==> src/rtl/seq_dp_pkg.sv <==
// Shared types and opcode helpers for the sequenced bus datapath.
package seq_dp_pkg;

  typedef enum logic [3:0] {
    OP_ADD = 4'd0,
    OP_SUB = 4'd1,
    OP_AND = 4'd2,
    OP_OR  = 4'd3,
    OP_SHL = 4'd4,
    OP_SHR = 4'd5,
    OP_NOT = 4'd6,
    OP_NEG = 4'd7
  } op_t;

  typedef enum logic [1:0] {
    IDLE = 2'd0,
    T_A  = 2'd1,
    T_B  = 2'd2,
    T_C  = 2'd3
  } state_t;

  // Codes 8..15 are reserved and rejected with an err pulse.
  function automatic logic is_legal(input logic [3:0] op);
    return ~op[3];
  endfunction

  // Unary ops take only the B operand, so the Y-load step is skipped.
  function automatic logic is_unary(input logic [3:0] op);
    return (op == OP_NOT) || (op == OP_NEG);
  endfunction

endpackage

==> src/rtl/seq_dp_alu.sv <==
// Combinational ALU: result = f(op, Y, B), all arithmetic modulo 2^WIDTH.
module seq_dp_alu
  import seq_dp_pkg::*;
#(
  parameter int WIDTH = 32
) (
  input  logic [WIDTH-1:0] y,
  input  logic [WIDTH-1:0] b,
  input  logic [3:0]       op,
  output logic [WIDTH-1:0] result
);

  localparam int SH_W = $clog2(WIDTH);

  logic [SH_W-1:0] shamt;

  // Shift distance uses only the low bits of B.
  assign shamt = b[SH_W-1:0];

  // Opcode decode; illegal codes never reach here but yield zero.
  always_comb begin
    result = '0;
    case (op)
      OP_ADD:  result = y + b;
      OP_SUB:  result = y - b;
      OP_AND:  result = y & b;
      OP_OR:   result = y | b;
      OP_SHL:  result = y << shamt;
      OP_SHR:  result = y >> shamt;
      OP_NOT:  result = ~b;
      OP_NEG:  result = '0 - b;
      default: result = '0;
    endcase
  end

endmodule

==> src/rtl/param_seq_datapath.sv <==
// Register file, Y/Z registers and ALU on one internal bus, sequenced by a
// small control-step FSM so a single start pulse performs Rc <= Ra op Rb.
module param_seq_datapath
  import seq_dp_pkg::*;
#(
  parameter  int WIDTH    = 32,
  parameter  int NUM_REGS = 16,
  localparam int IDX_W    = $clog2(NUM_REGS)
) (
  input  logic             clk,
  input  logic             clr,
  input  logic             start,
  input  logic [3:0]       op,
  input  logic [IDX_W-1:0] ra,
  input  logic [IDX_W-1:0] rb,
  input  logic [IDX_W-1:0] rc,
  input  logic             load_en,
  input  logic [IDX_W-1:0] load_idx,
  input  logic [WIDTH-1:0] load_data,
  input  logic [IDX_W-1:0] rd_idx,
  output logic [WIDTH-1:0] rd_data,
  output logic             busy,
  output logic             done,
  output logic             err,
  output logic [WIDTH-1:0] z_out
);

  state_t           state_q, state_d;
  logic [3:0]       op_q, op_d;
  logic [IDX_W-1:0] ra_q, ra_d, rb_q, rb_d, rc_q, rc_d;
  logic [WIDTH-1:0] y_q, y_d, z_q, z_d;
  logic [WIDTH-1:0] regs_q [NUM_REGS];
  logic [WIDTH-1:0] regs_d [NUM_REGS];
  logic             done_q, done_d, err_q, err_d;
  logic             step_a, step_b, step_c;
  logic             accept;
  logic [WIDTH-1:0] bus, alu_res;

  // A start counts only in IDLE; a simultaneous direct load takes priority.
  assign accept = (state_q == IDLE) && start && !load_en;

  // Next-state logic: binary ops visit T_A to load Y, unary ops skip it.
  always_comb begin
    state_d = state_q;
    case (state_q)
      IDLE:    if (accept && is_legal(op)) state_d = is_unary(op) ? T_B : T_A;
      T_A:     state_d = T_B;
      T_B:     state_d = T_C;
      T_C:     state_d = IDLE;
      default: state_d = IDLE;
    endcase
  end

  // Output decode: one-hot step strobes select the bus driver.
  always_comb begin
    step_a = (state_q == T_A);
    step_b = (state_q == T_B);
    step_c = (state_q == T_C);
    busy   = (state_q != IDLE);
  end

  // In IDLE no step is active and the bus reads as zero rather than floating.
  assign bus = ({WIDTH{step_a}} & regs_q[ra_q])
             | ({WIDTH{step_b}} & regs_q[rb_q])
             | ({WIDTH{step_c}} & z_q);

  seq_dp_alu #(.WIDTH(WIDTH)) u_alu (
    .y      (y_q),
    .b      (bus),
    .op     (op_q),
    .result (alu_res)
  );

  // Datapath next values: command latch, loads, Y/Z capture, writeback.
  always_comb begin
    op_d   = op_q;
    ra_d   = ra_q;
    rb_d   = rb_q;
    rc_d   = rc_q;
    y_d    = y_q;
    z_d    = z_q;
    regs_d = regs_q;
    done_d = 1'b0;
    err_d  = 1'b0;
    if (accept) begin
      if (is_legal(op)) begin
        op_d = op;
        ra_d = ra;
        rb_d = rb;
        rc_d = rc;
      end else begin
        err_d = 1'b1;
      end
    end
    if ((state_q == IDLE) && load_en) regs_d[load_idx] = load_data;
    if (step_a) y_d = bus;
    if (step_b) z_d = alu_res;
    if (step_c) begin
      regs_d[rc_q] = bus;
      done_d       = 1'b1;
    end
  end

  // State register; clr clears everything and abandons any operation.
  always_ff @(posedge clk) begin
    if (clr) begin
      state_q <= IDLE;
      op_q    <= '0;
      ra_q    <= '0;
      rb_q    <= '0;
      rc_q    <= '0;
      y_q     <= '0;
      z_q     <= '0;
      regs_q  <= '{default: '0};
      done_q  <= 1'b0;
      err_q   <= 1'b0;
    end else begin
      state_q <= state_d;
      op_q    <= op_d;
      ra_q    <= ra_d;
      rb_q    <= rb_d;
      rc_q    <= rc_d;
      y_q     <= y_d;
      z_q     <= z_d;
      regs_q  <= regs_d;
      done_q  <= done_d;
      err_q   <= err_d;
    end
  end

  assign rd_data = regs_q[rd_idx];
  assign done    = done_q;
  assign err     = err_q;
  assign z_out   = z_q;

endmodule

==> config.mk <==
export PLATFORM = sky130hd
export DESIGN_NAME = param_seq_datapath
export DESIGN_NICKNAME = d
export VERILOG_FILES = /design/src/rtl/seq_dp_pkg.sv /design/src/rtl/seq_dp_alu.sv /design/src/rtl/param_seq_datapath.sv
export SDC_FILE = /design/constraint.sdc
export NUM_CORES = 2
export LEC_CHECK = 0
export BUFFER_PORTS_ARGS = -buffer_cell sky130_fd_sc_hd__buf_4
export CORE_MARGIN = 3
export CORE_UTILIZATION = 60
export DETAILED_ROUTE_END_ITERATION = 10
export PLACE_DENSITY = 0.8
export SYNTH_ARGS = -nofsm -noshare
export SYNTH_HDL_FRONTEND = slang
export SYNTH_SLANG_ARGS = --single-unit
==> constraint.sdc <==
create_clock -name clk -period 9 [get_ports clk]
set_input_delay 1.35 -clock clk [delete_from_list [all_inputs] [get_ports clk]]
set_output_delay 1.35 -clock clk [all_outputs]
set_load 0.01 [all_outputs]
==> reports/results.tsv <==
stage	metric	value	unit
run_status	status	finished, final reports clean	
power	peak supply drop	0.137	mV
yosys	Post-Synth Adder-Cell Area	0.0276	
power	Pwr Total	10.4	mW
clocking	Post-CTS Setup Repair Bufs	0	
placement	Inst Count DP	5358	
finish	fin area	48800	um^2
grt	antenna violations before repair	6	
timing	fin crit period	7.09	ns
worst_setup_path	startpoint type of the worst setup path	register	
yosys	register area share after synthesis	0.261	
yosys	top_reg_cell synth	dfxtp_1	
worst_hold_path	Worst Hold Depth	2	
yosys	top cells by area, synth	dfxtp_1, mux4_2, mux2i_1	
yosys	xor/xnor share of the synthesized area	0.00748	
finish	FILL cells	5783	
clocking	TritonCTS Buffers	69	
yosys	main combinational cell family by area after synthesis	multiplexers	
timing	Fin Hold WS	0.502	ns
yosys	compound-gate portion of the synthesized area	0.172	
floorplanning	Cell Rows	100	
yosys	post-synthesis async set-or-reset flop share	0	
job	MaxCap Viol Count	0	
placement	Port Buf Inserts	126	
yosys	flops & latches, synth	595	
detailed_routing	routed vias/inst	7.77	
timing	final setup fails	0	
timing	total negative slack	0	ns
worst_hold_path	worst min path class	reg -> reg	
yosys	top cell type's share of synthesized area	0.261	
timing	Slew @ Worst Pin	1.15	ns
grt	grt ovf	0	
grt	largest net degree at the start of global routing	189	
placement	post-DP HPWL	105000	um
floorplanning	starting density of the core	0.609	
floorplanning	I/O pins	127	
clocking	H-tree depth	3	
floorplanning	die height	282	um
yosys	Post-Synthesis Cells	4719	
worst_setup_path	worst reg2reg path depth	16	
yosys	synthesized cell area	45700	um^2
placement	dpl ws	2.21	ns
worst_setup_path	CP max stage cell	dfxtp_4	
grt	Tot GR Track Use	0.429	
clocking	PostCTS Resize Cnt	0	
yosys	post-synthesis mux area share	0.368	
power	P_leak	18.7	nW
worst_setup_path	CP Data Arrival Time	7.56	ns
timing	final hold vios	0	
detailed_routing	Routed WL	175000	um
floorplanning	core area	74900	um^2
timing	Final WS setup	1.91	ns
finish	final core occ	0.651	
worst_setup_path	WP data required	9.47	ns
timing	Max-slew headroom	0.234	
worst_setup_path	Setup CP Type	reg -> reg	
finish	Nets	4620	
worst_setup_path	CP Capture Type	register	
worst_setup_path	Worst path max stage delay	0.95	ns
clocking	CTS tree	built	
yosys	Synth area leader	dfxtp_1	
finish	Area Growth Syn to Fin	6.80	%
clocking	Worst-Skew Late Latency	0.65	ns
yosys	Ys Warns	0	
detailed_routing	detailed-route via count	42642	
placement	GPL Wtd Cong	1.07	
power	Pwr per Cell Area	213	nW/um^2
clocking	clock-pin slew on the worst setup and hold paths	0.06	ns
timing	Fin Clk Skew	0.0354	ns
detailed_routing	# DRC	0	
yosys	EDFF count, synth	0	
finish	fin cells	5486	
clocking	clock sink count	595	
timing	RSZ-0062 raised after global routing	false	
finish	layout cells sized above 1	0.187	
detailed_routing	DRT antenna net count	0	
grt	number of global-route vias before repair	40762	
yosys	synthesized area per cell	9.68	um^2
clocking	Hold-fix buffers, CTS	0	
detailed_routing	DRT iter0 DRCs	6460	
yosys	Post-Syn Nets	4879	
clocking	Clock Root Buffer	clkbuf_16	
worst_setup_path	CP max FO	45	
floorplanning	chip width	282	um
grt	global-route wire length before repair	258000	um
detailed_routing	drt pass-1 iters	8	
timing	f_max	141	MHz
yosys	post-synthesis simple-gate area fraction	0.108	
placement	DP Area	46500	um^2
timing	fin. max-slew vios	0	
floorplanning	total die area	79400	um^2
worst_setup_path	sequence of cells on the critical path	buf_4 -> mux4_2 -> mux4_2 -> a22oi_1 -> nand2_1 -> ha_1 -> nor3_1 -> a21boi_0 -> o21ai_0 -> a221o_1 -> a211oi_1 -> o21ai_0 -> a31oi_1 -> mux2i_1 -> a221oi_1 -> a211oi_1	
yosys	post-synth cell types	97	
clocking	CTS max path bufs	3	
timing	fin crit share	0.788	
detailed_routing	WL/cell	31.9	um
## per-layer routing
layer  up-vias  share of wire  GRT usage
met5         -        0.00015          0
met4         4          0.085      0.306
met3       991           0.14      0.138
met2      3599           0.43      0.628
met1     20528           0.35      0.538
li1      17520              -          -
## synthesized netlist by cell type (43+ instances only)
cell	n
o21ai_0	104
mux4_2	453
buf_2	89
mux2i_1	639
ha_1	99
a22oi_1	43
nor2_1	674
a211oi_1	576
nand2_1	234
a21oi_1	156
nor3_1	49
dfxtp_1	595
clkbuf_1	376
inv_1	86
## path summary, 6_finish.rpt
| check | start | end | slack (ns) |
|---|---|---|---|
| worst max-delay path | rb_q[0] | z_out[31] | 1.91 |
| worst min-delay path | rc_q[2] | rc_q[2] | 0.50 |
| worst max register to register | rb_q[0] | z_out[31] | 1.91 |
| worst min register to register | rc_q[2] | rc_q[2] | 0.50 |
## kinds of logic after synthesis
kind of cell,after synthesis
and+or+nand+nor,1153
AOI/OAI and AO/OA,1110
muxes,1110
buffers and inverters,612
DFF,595
adders and majority gates,100
xor gates and xnor gates,39
## registers in the layout, indices dropped and copies added, names as in the netlist
register / cells
op_q: 3
regs_q: 512
rb_q: 4
y_q: 32
z_out: 32
ra_q: 4
done: 1
err: 1
state_q: 2
rc_q: 4
## cells in the final DEF (no fill, tap or decap), types with 19 or more instances in the layout
cell	Yosys	final
a22oi_1	43	43
mux2i_1	639	639
a221oi_1	30	30
o21ai_0	104	104
ha_1	99	96
mux4_2	453	453
a21o_1	39	39
clkbuf_16	0	69
nor3_1	49	47
a211oi_1	576	576
nor2_1	674	664
a21oi_1	156	156
clkbuf_1	376	19
nand3_1	37	32
and2_1	40	40
buf_4	8	186
nand2_1	234	221
dfxtp_1	595	588
xnor2_1	27	27
o211ai_1	23	23
inv_1	86	83
## worst max-delay path, delay by kind of cell, from the launching register on
family	cells	cell delay [ns]
buffers and inverters	1	0.71
and+or+nand+nor	2	0.46
AOI/OAI and AO/OA	9	3.17
DFF	1	0.95
muxes	3	1.25
adders and majority gates	1	0.30
## final cells by class
| class | instances | area, um^2 | area share |
|---|---|---|---|
| multi-input combinational | 3512 | 31500 | 0.646 |
| inverter | 90 | 342 | 0.00700 |
| clock buffer | 97 | 1920 | 0.0394 |
| antenna | 6 | 15.0 | 0.000308 |
| timing repair buffer | 192 | 1500 | 0.0307 |
| clock inverter | 25 | 357 | 0.00731 |
| sequential | 595 | 11900 | 0.245 |
| tap | 969 | 1210 | 0.0249 |
## report_power, final
part           switching, mW  total (mW)  internal, mW  leakage (nW)
Clock                   1.24        2.92          1.68          1.11
Sequential             0.383        3.21          2.83          4.81
Combinational           2.60        4.24          1.64          12.8
Total                   4.22        10.4          6.15          18.7
(Power assumes the default switching activity.)
